## config.mk

```make
export PLATFORM = sky130hd
export DESIGN_NAME = lane_mem_arb
export DESIGN_NICKNAME = d
export VERILOG_FILES = /design/src/rtl/lane_mem_arb_pkg.sv /design/src/rtl/lane_mem_arb_tag_fifo.sv /design/src/rtl/lane_mem_arb.sv
export SDC_FILE = /design/constraint.sdc
export NUM_CORES = 1
export LEC_CHECK = 0
export BUFFER_PORTS_ARGS = -buffer_cell sky130_fd_sc_hd__buf_4
export CORE_AREA = 2 2 190 192
export DETAILED_ROUTE_END_ITERATION = 10
export DIE_AREA = 0 0 192 194
export REMOVE_ABC_BUFFERS = 1
export SLEW_MARGIN = 20
export SYNTH_ARGS = -nofsm -noshare
export SYNTH_HDL_FRONTEND = slang
export SYNTH_SLANG_ARGS = --single-unit
```

## constraint.sdc

```tcl
create_clock -name clk -period 3.6 [get_ports clk]
set_input_delay 0.72 -clock clk [delete_from_list [all_inputs] [get_ports clk]]
set_output_delay 0.72 -clock clk [all_outputs]
set_load 0.005 [all_outputs]
```

## src/rtl/lane_mem_arb_pkg.sv

```systemverilog
// Shared defaults and the requester id type for the lane DMA memory arbiter.
package lane_mem_arb_pkg;

    localparam int DEF_NUM_REQ   = 4;
    localparam int DEF_ADDR_W    = 24;
    localparam int DEF_DATA_W    = 32;
    localparam int DEF_TAG_DEPTH = 8;

    typedef logic [$clog2(DEF_NUM_REQ)-1:0] req_id_t;

endpackage

```

## src/rtl/lane_mem_arb_tag_fifo.sv

```systemverilog
// In-order FIFO of requester ids for reads that are outstanding at the memory controller.
module lane_mem_arb_tag_fifo
    import lane_mem_arb_pkg::*;
#(
    parameter int ID_W  = $bits(req_id_t),
    parameter int DEPTH = DEF_TAG_DEPTH
) (
    input  logic                     clk,
    input  logic                     reset_poweron,
    input  logic                     push_i,
    input  logic [ID_W-1:0]          push_id_i,
    input  logic                     pop_i,
    output logic                     full_o,
    output logic                     empty_o,
    output logic [ID_W-1:0]          head_o,
    output logic [$clog2(DEPTH):0]   count_o
);

    localparam int PTR_W = $clog2(DEPTH);

    logic [ID_W-1:0]  mem_q [DEPTH];
    logic [PTR_W-1:0] wr_ptr_q, wr_ptr_d;
    logic [PTR_W-1:0] rd_ptr_q, rd_ptr_d;
    logic [PTR_W:0]   count_q, count_d;
    logic             do_push, do_pop;

    assign full_o  = (count_q == (PTR_W+1)'(DEPTH));
    assign empty_o = (count_q == '0);
    assign head_o  = mem_q[rd_ptr_q];
    assign count_o = count_q;

    assign do_push = push_i & ~full_o;
    assign do_pop  = pop_i & ~empty_o;

    // NOTE: every signal assigned in always_comb gets a default first, so no latch is inferred.
    always_comb begin
        wr_ptr_d = wr_ptr_q;
        rd_ptr_d = rd_ptr_q;
        count_d  = count_q;
        if (do_push) wr_ptr_d = wr_ptr_q + PTR_W'(1);
        if (do_pop)  rd_ptr_d = rd_ptr_q + PTR_W'(1);
        case ({do_push, do_pop})
            2'b10:   count_d = count_q + (PTR_W+1)'(1);
            2'b01:   count_d = count_q - (PTR_W+1)'(1);
            default: count_d = count_q;
        endcase
    end

    // NOTE: storage is not reset; entries are only read once count marks them valid.
    always_ff @(posedge clk) begin
        if (do_push) mem_q[wr_ptr_q] <= push_id_i;
    end

    // NOTE: sequential state uses non-blocking assignments so all flops update together.
    always_ff @(posedge clk) begin
        if (reset_poweron) begin
            wr_ptr_q <= '0;
            rd_ptr_q <= '0;
            count_q  <= '0;
        end else begin
            wr_ptr_q <= wr_ptr_d;
            rd_ptr_q <= rd_ptr_d;
            count_q  <= count_d;
        end
    end

endmodule

```

## src/rtl/lane_mem_arb.sv

```systemverilog
// Round-robin arbiter sharing one memory controller port among lane DMA requesters,
// with zero-latency forwarding and in-order read response routing via an id FIFO.
module lane_mem_arb
    import lane_mem_arb_pkg::*;
#(
    parameter int NUM_REQ   = DEF_NUM_REQ,
    parameter int ADDR_W    = DEF_ADDR_W,
    parameter int DATA_W    = DEF_DATA_W,
    parameter int TAG_DEPTH = DEF_TAG_DEPTH
) (
    input  logic                        clk,
    input  logic                        reset_poweron,
    input  logic [NUM_REQ-1:0]          dma__arb__write_valid,
    input  logic [NUM_REQ*ADDR_W-1:0]   dma__arb__write_address,
    input  logic [NUM_REQ*DATA_W-1:0]   dma__arb__write_data,
    output logic [NUM_REQ-1:0]          arb__dma__write_ready,
    input  logic [NUM_REQ-1:0]          dma__arb__read_valid,
    input  logic [NUM_REQ*ADDR_W-1:0]   dma__arb__read_address,
    output logic [NUM_REQ-1:0]          arb__dma__read_ready,
    output logic [NUM_REQ-1:0]          arb__dma__read_data_valid,
    output logic [DATA_W-1:0]           arb__dma__read_data,
    output logic                        arb__memc__write_valid,
    output logic [ADDR_W-1:0]           arb__memc__write_address,
    output logic [DATA_W-1:0]           arb__memc__write_data,
    input  logic                        memc__arb__write_ready,
    output logic                        arb__memc__read_valid,
    output logic [ADDR_W-1:0]           arb__memc__read_address,
    input  logic                        memc__arb__read_ready,
    input  logic                        memc__arb__read_data_valid,
    input  logic [DATA_W-1:0]           memc__arb__read_data,
    output logic                        arb__err_unexpected_rsp
);

    localparam int ID_W = (NUM_REQ > 1) ? $clog2(NUM_REQ) : 1;

    logic [ID_W-1:0]            rrp_q, rrp_d;
    logic                       err_q, err_d;
    logic [NUM_REQ-1:0]         eligible;
    logic [ID_W-1:0]            winner, cand;
    logic                       found, sel_write, sel_read, accept, push, pop;
    logic                       tag_full, tag_empty;
    logic [ID_W-1:0]            tag_head;
    logic [$clog2(TAG_DEPTH):0] unused_tag_count;
    int                         idx;

    // A full tag FIFO blocks reads outright, even when a response frees a slot this cycle.
    assign eligible = dma__arb__write_valid | (dma__arb__read_valid & {NUM_REQ{~tag_full}});

    always_comb begin
        winner = '0;
        found  = 1'b0;
        cand   = '0;
        idx    = 0;
        for (int k = 0; k < NUM_REQ; k++) begin
            idx = int'(rrp_q) + k;
            if (idx >= NUM_REQ) idx = idx - NUM_REQ;
            cand = ID_W'(idx);
            if (!found && eligible[cand]) begin
                found  = 1'b1;
                winner = cand;
            end
        end
    end

    assign sel_write = found & dma__arb__write_valid[winner];
    assign sel_read  = found & ~dma__arb__write_valid[winner] & dma__arb__read_valid[winner] & ~tag_full;

    always_comb begin
        arb__memc__write_valid   = sel_write;
        arb__memc__write_address = '0;
        arb__memc__write_data    = '0;
        arb__memc__read_valid    = sel_read;
        arb__memc__read_address  = '0;
        arb__dma__write_ready    = '0;
        arb__dma__read_ready     = '0;
        if (sel_write) begin
            arb__memc__write_address      = dma__arb__write_address[winner*ADDR_W +: ADDR_W];
            arb__memc__write_data         = dma__arb__write_data[winner*DATA_W +: DATA_W];
            arb__dma__write_ready[winner] = memc__arb__write_ready;
        end
        if (sel_read) begin
            arb__memc__read_address      = dma__arb__read_address[winner*ADDR_W +: ADDR_W];
            arb__dma__read_ready[winner] = memc__arb__read_ready;
        end
    end

    assign push   = sel_read & memc__arb__read_ready;
    assign accept = (sel_write & memc__arb__write_ready) | push;
    assign pop    = memc__arb__read_data_valid & ~tag_empty;

    always_comb begin
        rrp_d = rrp_q;
        if (accept) rrp_d = (int'(winner) == NUM_REQ - 1) ? '0 : winner + ID_W'(1);
    end

    always_comb begin
        arb__dma__read_data_valid = '0;
        if (pop) arb__dma__read_data_valid[tag_head] = 1'b1;
    end

    assign arb__dma__read_data     = memc__arb__read_data;
    assign err_d                   = err_q | (memc__arb__read_data_valid & tag_empty);
    assign arb__err_unexpected_rsp = err_q;

    always_ff @(posedge clk) begin
        if (reset_poweron) begin
            rrp_q <= '0;
            err_q <= 1'b0;
        end else begin
            rrp_q <= rrp_d;
            err_q <= err_d;
        end
    end

    lane_mem_arb_tag_fifo #(
        .ID_W  (ID_W),
        .DEPTH (TAG_DEPTH)
    ) u_tag_fifo (
        .clk           (clk),
        .reset_poweron (reset_poweron),
        .push_i        (push),
        .push_id_i     (winner),
        .pop_i         (pop),
        .full_o        (tag_full),
        .empty_o       (tag_empty),
        .head_o        (tag_head),
        .count_o       (unused_tag_count)
    );

endmodule
```

==> results.toml <==
[power]
p_per_area_nw_per_um2 = 802
ir_drop_v = 0.000320
power.leakage_nw = 4.78

[layout]
area_delta_synth_final_pct = 104
drive_gt1_share_pct = 49.0
seq_area_um2 = 806
most-common-layout-cells = "448 x buf_4, 325 x nand2_1, 111 x nand3_1, 69 x and3_1"
multi_input_area_um2 = 3810
nets = 1571
num-fill-cells = 3842
mostFrequentLayoutCell = "buf_4"
stdcell_count = 1661

[timing]
fin_crit_ns = 3.75
fin_tns_setup_ns = -8.06
slew_headroom_pct = 66.2
skew_ns = 0.00279
rsz0062_at_grt = "yes"
fin_crit_sh_pct = 104
tightest_slew_ns = 0.500
setup_ws_ns = -0.147
report.final.slew_viol_count = 0
hold_viol = 0
holdWs_ns = 0.481
max_freq_ghz = 0.267
setup-violations-final = 89

[floorplan]
num_rows = 69
dieWidth_um = 192
ios = 492
die_height_um = 194
start_util_pct = 13.5
core_area_um2 = 35200
die-area_um2 = 37200

[cts]
clk_pin_slew_ns = 0.05
cts-root-buf = "clkbuf_16"
cts_hold_buffers = 0
clockBufferDepth = 2
cts_tree = "done"
clk_latency_ns = 0.27
htreeDepth = 2
numCtsBuffers = 5
clock-sinks = 32

[setup_path]
cp_data_required_time_ns = 2.88
worstSetupPathType = "flip-flop to output port"
critPathArrivalTime_ns = 3.03
cp_max_fo = 8
startpoint_type = "flip-flop"
end_kind = "output port"

[global_route]
grt_pass1_wl_um = 44500
grt_max_degree = 58
grt_pass1_vias = 7173
grt_usage_pct = 15.8
grt_antenna_before_repair = 3
gr-total-overflow = 0

[route]
maxUsedRoutingLayer = "met5"
drc = 0
first_iter_violations = 382
wl_um = 32100
avgRoutedWirePerCell_um = 19.3
detail-route-antenna-nets = 0
wl_met2_um = 14900
wl_met3_um = 3370
num_vias = 7336
viasPerCell = 4.42
dr.pass1.iters = 5
wl_met1_um = 13100

[placed_design]
dp_hpwl_um = 23300
dp.cells = 1623
place_congestion = 0.922
port_buffers = 427

[logic_synthesis]
syn-instance-count = 791
synth_ff_type = "edfxtp_1"
yosysSeqAreaShare_pct = 16.9
async_flop_share_pct = 0
ys_warn_count = 0
synth.cell_area_um2 = 4750
synth_edf_count = 16
ys_ff_latch = 32
synth.distinct_cells = 49
syn_area_per_cell_um2 = 6.01

[outcome]
failed_checks = "negative setup slack"
status = "complete, but fails checks"

[flow_run]
cap_violations = 0

[hold_path]
hp-class = "flip-flop to flip-flop"
## final cells by class
| type | instances | area share (%) |
|---|---|---|
| clock buffers | 5 | 1.29 |
| diodes | 2 | 0.0517 |
| well taps | 461 | 5.96 |
| multi-input cells | 655 | 39.4 |
| flip-flops and latches | 32 | 8.33 |
| repair buffers | 497 | 44.2 |
| clock inverters | 3 | 0.440 |
| inverters | 6 | 0.362 |
## timing repair
action / CTS / global route
gates cloned: 10 / 3
resized for setup: 80 / 36
setup buffers: 13 / 6
setup endpoints to repair: 92 / 91
pin swaps: 19 / 13
## worst max-delay path, cell delays in order, from the launching register on
cell and delay (ns):
dfxtp_2 0.31, or4b_4 0.55, buf_6 0.16, a21oi_4 0.19
or3_4 0.20, and3_4 0.26, inv_8 0.07, bufbuf_16 0.29
buf_4 0.16, nand2_1 0.09, nand3_2 0.12, and3_1 0.23
buf_4 0.13
## Yosys cell counts (2+ instances only)
master	instances	area, um^2
a21oi_1	10	50.1
a311oi_1	26	228
and3_1	90	563
and4_1	2	17.5
buf_1	2	7.51
buf_2	26	130
buf_4	34	255
clkbuf_1	35	131
dfxtp_1	16	320
edfxtp_1	16	480
ha_1	9	113
inv_1	3	11.3
mux2i_1	6	60.1
mux4_2	4	90.1
nand2_1	329	1230
nand2b_1	3	18.8
nand3_1	116	581
nor2_1	12	45.0
nor2b_1	4	25.0
nor3_1	3	15.0
nor3b_1	3	22.5
nor4_1	2	12.5
nor4b_1	3	26.3
o21ai_0	5	25.0
or3_1	4	25.0
xor2_1	5	43.8
## routing by layer
metal | GRT usage [%] | up-vias
met5 | 3.32 | -
met1 | 20.1 | 3418
met4 | 3.96 | 4
li1 | - | 3493
met3 | 5.45 | 40
met2 | 25.1 | 381
## kinds of logic after synthesis
| family | after synthesis | synth area share [%] |
|---|---|---|
| flip-flops | 32 | 16.9 |
| XOR/XNOR | 6 | 1.11 |
| adder cells (fa/ha/maj) | 9 | 2.37 |
| buffers and inverters | 104 | 11.8 |
| AO/OA/AOI/OAI | 56 | 9.67 |
| AND/OR/NAND/NOR | 574 | 55.0 |
| multiplexers | 10 | 3.16 |
## power breakdown
group	leakage [nW]	internal [mW]	total, mW	switching (mW)
Sequential	0.279	0.471	0.538	0.0666
Combinational	4.43	3.42	6.75	3.33
Clock	0.0798	0.324	0.476	0.152
Total	4.78	4.22	7.76	3.55
## flip-flops by register name (all words and copies together) (netlist names), named ones only
name,flops
u_tag_fifo.wr_ptr_q,3
u_tag_fifo.count_o,4
rrp_q,2
u_tag_fifo.rd_ptr_q,3
arb__err_unexpected_rsp,1
u_tag_fifo.mem_q,16
## through the flow
step | utilization, % | instance area [um^2] | power (mW) | setup WS, ns
after floorplan | - | 4220 | 3.05 | -5.18
after global placement | 24.1 | 8470 | 5.64 | -0.00402
after detailed placement | 24.1 | 8470 | 5.66 | -0.0345
after CTS | 26.6 | 9390 | 7.41 | -0.0844
after global routing | 27.5 | 9670 | 8.28 | -0.252
final | 27.5 | 9670 | 7.76 | -0.147
## final timing paths
check	cells after the start	slack [ns]	endpoint	startpoint
max	12	-0.15	arb__memc__write_address[2]	u_tag_fifo.count_o[1]
min	2	0.48	arb__err_unexpected_rsp	arb__err_unexpected_rsp
max reg2reg	16	0	u_tag_fifo.count_o[3]	u_tag_fifo.count_o[1]
min reg2reg	2	0.48	arb__err_unexpected_rsp	arb__err_unexpected_rsp
No activity file was read; power rests on OpenSTA's default activity.
